<file path="config.mk">
export PLATFORM = sky130hd
export DESIGN_NAME = touch_key_debounce
export DESIGN_NICKNAME = d
export VERILOG_FILES = /design/src/rtl/touch_key_debounce.sv
export SDC_FILE = /design/constraint.sdc
export NUM_CORES = 1
export LEC_CHECK = 0
export BUFFER_PORTS_ARGS = -buffer_cell sky130_fd_sc_hd__buf_4
export CAP_MARGIN = 5
export CORE_UTILIZATION = 30
export CTS_BUF_LIST = sky130_fd_sc_hd__clkbuf_4 sky130_fd_sc_hd__clkbuf_8
export DETAILED_ROUTE_END_ITERATION = 10
export SLEW_MARGIN = 20
export SYNTH_ARGS = -nofsm -noshare
export SYNTH_HDL_FRONTEND = slang
export SYNTH_SLANG_ARGS = --single-unit
</file>
<file path="constraint.sdc">
create_clock -name clk -period 6.7 [get_ports clk]
set_input_delay 1.34 -clock clk [delete_from_list [all_inputs] [get_ports clk]]
set_output_delay 1.34 -clock clk [all_outputs]
set_load 0.01 [all_outputs]
</file>
<file path="src/rtl/touch_key_debounce.sv">
// Debounces the three touch-zone hit flags into press / auto-repeat / release
// events with a held level and a latched 2-bit key code.
module touch_key_debounce #(
    parameter int DEB_CNT  = 4,
    parameter int HOLD_CNT = 50,
    parameter int REP_CNT  = 10,
    parameter int REL_CNT  = 4,
    parameter int CW       = 8
) (
    input  logic       clk,
    input  logic       reset,
    input  logic       enable,
    input  logic       t_twfi,
    input  logic       t_fiei,
    input  logic       t_eion,
    output logic [1:0] key_code,
    output logic       key_held,
    output logic       key_press,
    output logic       key_repeat,
    output logic       key_release
);

    typedef enum logic [2:0] {
        S_IDLE,
        S_DEBOUNCE,
        S_PRESSED,
        S_REPEAT,
        S_RELEASE
    } state_e;

    localparam logic [CW-1:0] DEB_T  = CW'(DEB_CNT);
    localparam logic [CW-1:0] HOLD_T = CW'(HOLD_CNT);
    localparam logic [CW-1:0] REP_T  = CW'(REP_CNT);
    localparam logic [CW-1:0] REL_T  = CW'(REL_CNT);
    localparam logic [CW-1:0] ONE    = CW'(1);

    state_e        state_q, state_d;
    logic [1:0]    cand_q, cand_d;
    logic [1:0]    code_q, code_d;
    logic [CW-1:0] cnt_q, cnt_d;
    logic [CW-1:0] rcnt_q, rcnt_d;
    logic          held_q, held_d;
    logic          press_q, press_d;
    logic          rep_q, rep_d;
    logic          rel_q, rel_d;

    logic [1:0]    sample_code;
    logic [CW-1:0] cnt_inc, rcnt_inc;

    // Zero or multiple simultaneous hits both decode as "no key".
    always_comb begin
        case ({t_twfi, t_fiei, t_eion})
            3'b100:  sample_code = 2'd1;
            3'b010:  sample_code = 2'd2;
            3'b001:  sample_code = 2'd3;
            default: sample_code = 2'd0;
        endcase
    end

    assign cnt_inc  = cnt_q + ONE;
    assign rcnt_inc = rcnt_q + ONE;

    always_comb begin
        // NOTE: every _d gets its hold value first so no path leaves a latch.
        state_d = state_q;
        cand_d  = cand_q;
        code_d  = code_q;
        cnt_d   = cnt_q;
        rcnt_d  = rcnt_q;
        held_d  = held_q;
        press_d = 1'b0;
        rep_d   = 1'b0;
        rel_d   = 1'b0;

        if (enable) begin
            case (state_q)
                S_IDLE: begin
                    if (sample_code != 2'd0) begin
                        cand_d  = sample_code;
                        cnt_d   = ONE;
                        state_d = S_DEBOUNCE;
                    end
                end
                S_DEBOUNCE: begin
                    if (sample_code == cand_q) begin
                        if (cnt_inc == DEB_T) begin
                            state_d = S_PRESSED;
                            code_d  = cand_q;
                            held_d  = 1'b1;
                            press_d = 1'b1;
                            cnt_d   = '0;
                        end else begin
                            cnt_d = cnt_inc;
                        end
                    end else if (sample_code != 2'd0) begin
                        cand_d = sample_code;
                        cnt_d  = ONE;
                    end else begin
                        state_d = S_IDLE;
                        cnt_d   = '0;
                    end
                end
                S_PRESSED, S_REPEAT: begin
                    if (sample_code == code_q) begin
                        if (cnt_inc == ((state_q == S_PRESSED) ? HOLD_T : REP_T)) begin
                            rep_d   = 1'b1;
                            cnt_d   = '0;
                            state_d = S_REPEAT;
                        end else begin
                            cnt_d = cnt_inc;
                        end
                    end else begin
                        state_d = S_RELEASE;
                        rcnt_d  = ONE;
                        cnt_d   = '0;
                    end
                end
                S_RELEASE: begin
                    if (sample_code == code_q) begin
                        // Key came back before the release filter expired: hold timing restarts.
                        state_d = S_PRESSED;
                        cnt_d   = '0;
                        rcnt_d  = '0;
                    end else if (rcnt_inc == REL_T) begin
                        state_d = S_IDLE;
                        rel_d   = 1'b1;
                        held_d  = 1'b0;
                        code_d  = 2'd0;
                        rcnt_d  = '0;
                    end else begin
                        rcnt_d = rcnt_inc;
                    end
                end
                default: state_d = S_IDLE;
            endcase
        end
    end

    // NOTE: state registers use non-blocking assignment so all flops update together.
    always_ff @(posedge clk or negedge reset) begin
        if (!reset) begin
            state_q <= S_IDLE;
            cand_q  <= 2'd0;
            code_q  <= 2'd0;
            cnt_q   <= '0;
            rcnt_q  <= '0;
            held_q  <= 1'b0;
            press_q <= 1'b0;
            rep_q   <= 1'b0;
            rel_q   <= 1'b0;
        end else begin
            state_q <= state_d;
            cand_q  <= cand_d;
            code_q  <= code_d;
            cnt_q   <= cnt_d;
            rcnt_q  <= rcnt_d;
            held_q  <= held_d;
            press_q <= press_d;
            rep_q   <= rep_d;
            rel_q   <= rel_d;
        end
    end

    assign key_code    = code_q;
    assign key_held    = held_q;
    assign key_press   = press_q;
    assign key_repeat  = rep_q;
    assign key_release = rel_q;

endmodule

</file>
==> summary.md <==
| Metric | Value |
|---|---|
| IR Drop Worst-Case VDD | 126.5 µV |
| Clock Latency Late Sink | about 0.28 ns |
| Post-CTS sizing | 0 |
| Combinational fraction of design power | ~42% |
| Cell count after synthesis | 219 |
| Max Cap Viol | 0 |
| Synthesized area divided by synthesized cell count | 8.678 µm² |
| Clock network fraction of total power | 16.4% |
| Clock tree sinks | 27 |
| Vias/cell | 5.390 |
| Final Net Count | 236 |
| Std-Cell Rows | 28 |
| Grt ovf | 0 |
| Setup skew after layout | 0.001599 ns |
| Internal power | 0.0003456 W |
| Antenna viol nets, final | 0 |
| Yosys top cell by area | sky130_fd_sc_hd__dfrtp_1 |
| CTS hold repair buffers | 0 |
| Peak fanout along the critical path | 16 |
| Seq/Total Area, Yosys | between 30% and 40% |
| Non-filler instance count after layout | 300 |
| Final-layout fill cell count | 652 |
| Slowest Stage Delay on Critical Path | 0.85 ns |
| Total count of max-transition violations in the final report | 0 |
| Sequence of cells on the critical path | buf_4 > maj3_2 > mux2i_1 > nor3_1 > a311oi_2 > or3_1 > a21oi_1 > a21o_1 |
| Number of enable-type register cells in the synthesized netlist | 0 |
| Initial antenna violation count | 0 |
| Total Power | 0.0006189 W |
| IO Pins | 12 |
| Run status | completed |
| Clock Root Buffer | sky130_fd_sc_hd__clkbuf_8 |
| Setup fix buffers added after clock tree synthesis | 0 |
| Initial DRC Count | 68 |
| Number of flip-flops and latches in the synthesized netlist | 27 |
| CTS tree | done |
| Post-detailed-placement half-perimeter wirelength | 3034 µm |
| Worst path buffer plus inverter count | 1 |
| Most frequent cell after synthesis | sky130_fd_sc_hd__dfrtp_1 |
| Chip Width | 81.60 µm |
| Count of buffers from port buffering | 11 |
| Worst-path clk slew | 0.10 ns |
| Cts bufs inserted | 3 |
| Unique masters post-synth | 57 |
| First-pass GRT wire length | 6920 µm |
| Net count after synthesis | approximately 230 |
| Cell type of the slowest stage on the worst timing path | sky130_fd_sc_hd__a311oi_2 |
| DP Cell Count | a little under 300 |
| Total leakage power | 0.8398 nW |
| Yosys Warn Count | 0 |
| Proportion of layout cells with a drive suffix above 1 | 14.67% |
| Arrival time worst endpoint | 3.45 ns |
| Placer Congestion | 0.8233 |
| Slew margin rel. | 34.42% |
| Highest achievable clock rate | 305.8 MHz |
| Post-route clock period utilization | 48.81% |
| Post-Route Setup TNS | 0 ns |
| Number of global-route vias before repair | 1414 |
| Fraction of power spent switching nets | ~44% |
| Core ar. | about 6000 µm² |
| Most common flop cell mapped by yosys | sky130_fd_sc_hd__dfrtp_1 |
| Sequential share of power | 41.4% |
| Area overhead of the layout relative to synthesis | 8.493% |
| Type of element capturing the critical path | flip-flop |
| Wire length per cell | 13.71 µm |
| Area contributors post-synth | sky130_fd_sc_hd__dfrtp_1, sky130_fd_sc_hd__nand2_1, sky130_fd_sc_hd__o21ai_0, sky130_fd_sc_hd__a21oi_1, sky130_fd_sc_hd__nor2_1 |
| Power density normalized to cell area | 300.1 nW/µm² |
| ANT cells | 0 |
| Pin count of the biggest net entering global routing | 28 |
| Final Routed Wirelength | about 4000 µm |
| Post-layout minimum cycle time | 3.270 ns |
| Cell type group with the largest total delay on the critical path | compound AO/OA/AOI/OAI gates |
| Aggregate global-route resource usage | 13.31% |
| Cell types with the highest counts after synthesis | sky130_fd_sc_hd__dfrtp_1, sky130_fd_sc_hd__nand2_1, sky130_fd_sc_hd__o21ai_0 |
| Transition time at the pin with the least slew margin | 0.9838 ns |
| Worst setup SP type | primary input |
| Height of the die | 81.60 µm |
| Final hold violations | 0 |
| Async SR Flop Fraction | 100.0% |
| Pre-antenna DRT Iters | 4 |
| Final setup violation count | 0 |
| Via count | 1617 |
| Setup repair after global routing missed its margin | no |
| Req. time, crit path | 6.88 ns |
| Total die area | ~6700 µm² |
| Area share of the largest cell type after synthesis | between 30% and 40% |
| Residual DRC count | 0 |
| Initial Util | 31.54% |
| Maximum root-to-sink buffer count | 2 |
| Class of the most critical hold timing path | flip-flop to flip-flop |
| Switch Pwr | 0.0002733 W |
| Crit Path Category | primary input to flip-flop |
| CTS H-tree depth | 1 |
| Mapped cell area | roughly 1900 µm² |
sequential cells by signal, indices dropped and copies added, names as in the netlist:
signal / count
key_release: 1
key_code: 2
key_press: 1
key_repeat: 1
cnt_q: 8
cand_q: 2
state_q: 3
rcnt_q: 8
key_held: 1
cell usage in the layout, fill, tap and decap left out, types with 2 or more instances in the layout:
cell,count
sky130_fd_sc_hd__a211oi_1,3
sky130_fd_sc_hd__a21o_1,4
sky130_fd_sc_hd__a21oi_1,14
sky130_fd_sc_hd__a31oi_1,2
sky130_fd_sc_hd__a32oi_1,2
sky130_fd_sc_hd__and3_1,5
sky130_fd_sc_hd__and3_2,2
sky130_fd_sc_hd__buf_4,11
sky130_fd_sc_hd__clkbuf_8,3
sky130_fd_sc_hd__dfrtp_1,27
sky130_fd_sc_hd__ha_1,4
sky130_fd_sc_hd__inv_1,6
sky130_fd_sc_hd__mux2i_1,5
sky130_fd_sc_hd__nand2_1,26
sky130_fd_sc_hd__nand2b_1,5
sky130_fd_sc_hd__nand3_1,7
sky130_fd_sc_hd__nand4_1,4
sky130_fd_sc_hd__nor2_1,15
sky130_fd_sc_hd__nor2b_1,5
sky130_fd_sc_hd__nor3_1,5
sky130_fd_sc_hd__nor3b_2,3
sky130_fd_sc_hd__nor4_1,2
sky130_fd_sc_hd__o21ai_0,18
sky130_fd_sc_hd__o22ai_1,4
sky130_fd_sc_hd__o31ai_1,6
sky130_fd_sc_hd__or3_1,3
sky130_fd_sc_hd__or4_1,3
sky130_fd_sc_hd__xnor2_1,3
worst register-to-register path, cell delays in order (launching register included):
cell and delay, ns:
sky130_fd_sc_hd__dfrtp_1 0.46, sky130_fd_sc_hd__ha_1 0.29, sky130_fd_sc_hd__and2_2 0.25, sky130_fd_sc_hd__or4_1 0.46, sky130_fd_sc_hd__a31oi_1 0.18, sky130_fd_sc_hd__o211ai_2 0.13, sky130_fd_sc_hd__a21oi_1 0.39, sky130_fd_sc_hd__o21bai_1 0.10
sky130_fd_sc_hd__a21o_1 0.18
per-layer routing:
metal,GRT usage [%],vias up,routed length (µm)
met1,20.04,757,2105
met5,0,-,0
met2,19.42,25,1841
li1,-,830,-
met3,2.000,5,119
met4,3.684,0,46
final cells by class:
cell class / count / area [µm²] / area share, %
flip-flops and latches: 27 / 675.6 / 32.77
clock buffers: 4 / 48.80 / 2.367
repair buffers: 11 / 82.58 / 4.005
well taps: 75 / 93.84 / 4.551
multi-input cells: 177 / 1139 / 55.22
inverters: 6 / 22.52 / 1.092
power by group through the flow:
stage | Sequential [W] | Clock, W | Combinational [W]
2_1_floorplan | 0.000236 | 0 | 0.000213
3_3_place_gp | 0.000258 | 0 | 0.000258
3_5_place_dp | 0.000259 | 0 | 0.000261
4_1_cts | 0.000256 | 0.000105 | 0.000262
5_1_grt | 0.000264 | 0.000113 | 0.000296
6_report | 0.000256 | 0.000101 | 0.000261
stage by stage:
stage	area, µm²	util [%]	setup slack (ns)	hold WS (ns)
final	2062	34.22	3.430	0.4977
after CTS	2062	34.22	3.452	0.4963
after global routing	2062	34.22	3.307	0.5282
after detailed placement	2013	33.41	3.143	0.4823
after global placement	2013	33.41	3.202	0.4763
after floorplan	1901	-	3.786	0.4470
final timing paths:
check	cells past startpoint	slack, ns	end	startpoint
min reg2reg	1	0.50	rcnt_q[7]	rcnt_q[7]
max in group asynchronous	1	5.48	rcnt_q[2]	reset
max	8	3.43	cnt_q[4]	t_twfi
max reg2reg	8	4.15	cnt_q[3]	cnt_q[0]
min	1	0.50	rcnt_q[7]	rcnt_q[7]
min in group asynchronous	1	0.96	cnt_q[4]	reset
cell families (layout without fill, tap and decap cells):
group | count (synthesis) | after routing | share of synthesized area (%)
simple gates | 95 | 95 | 27.52
compound gates | 67 | 67 | 24.09
flops | 27 | 27 | 35.55
buf+inv | 15 | 21 | 4.542
mux | 6 | 6 | 3.226
fa+ha+maj | 5 | 5 | 3.226
xor+xnor | 4 | 4 | 1.844
Note: power is estimated with default switching activity, not from simulation.
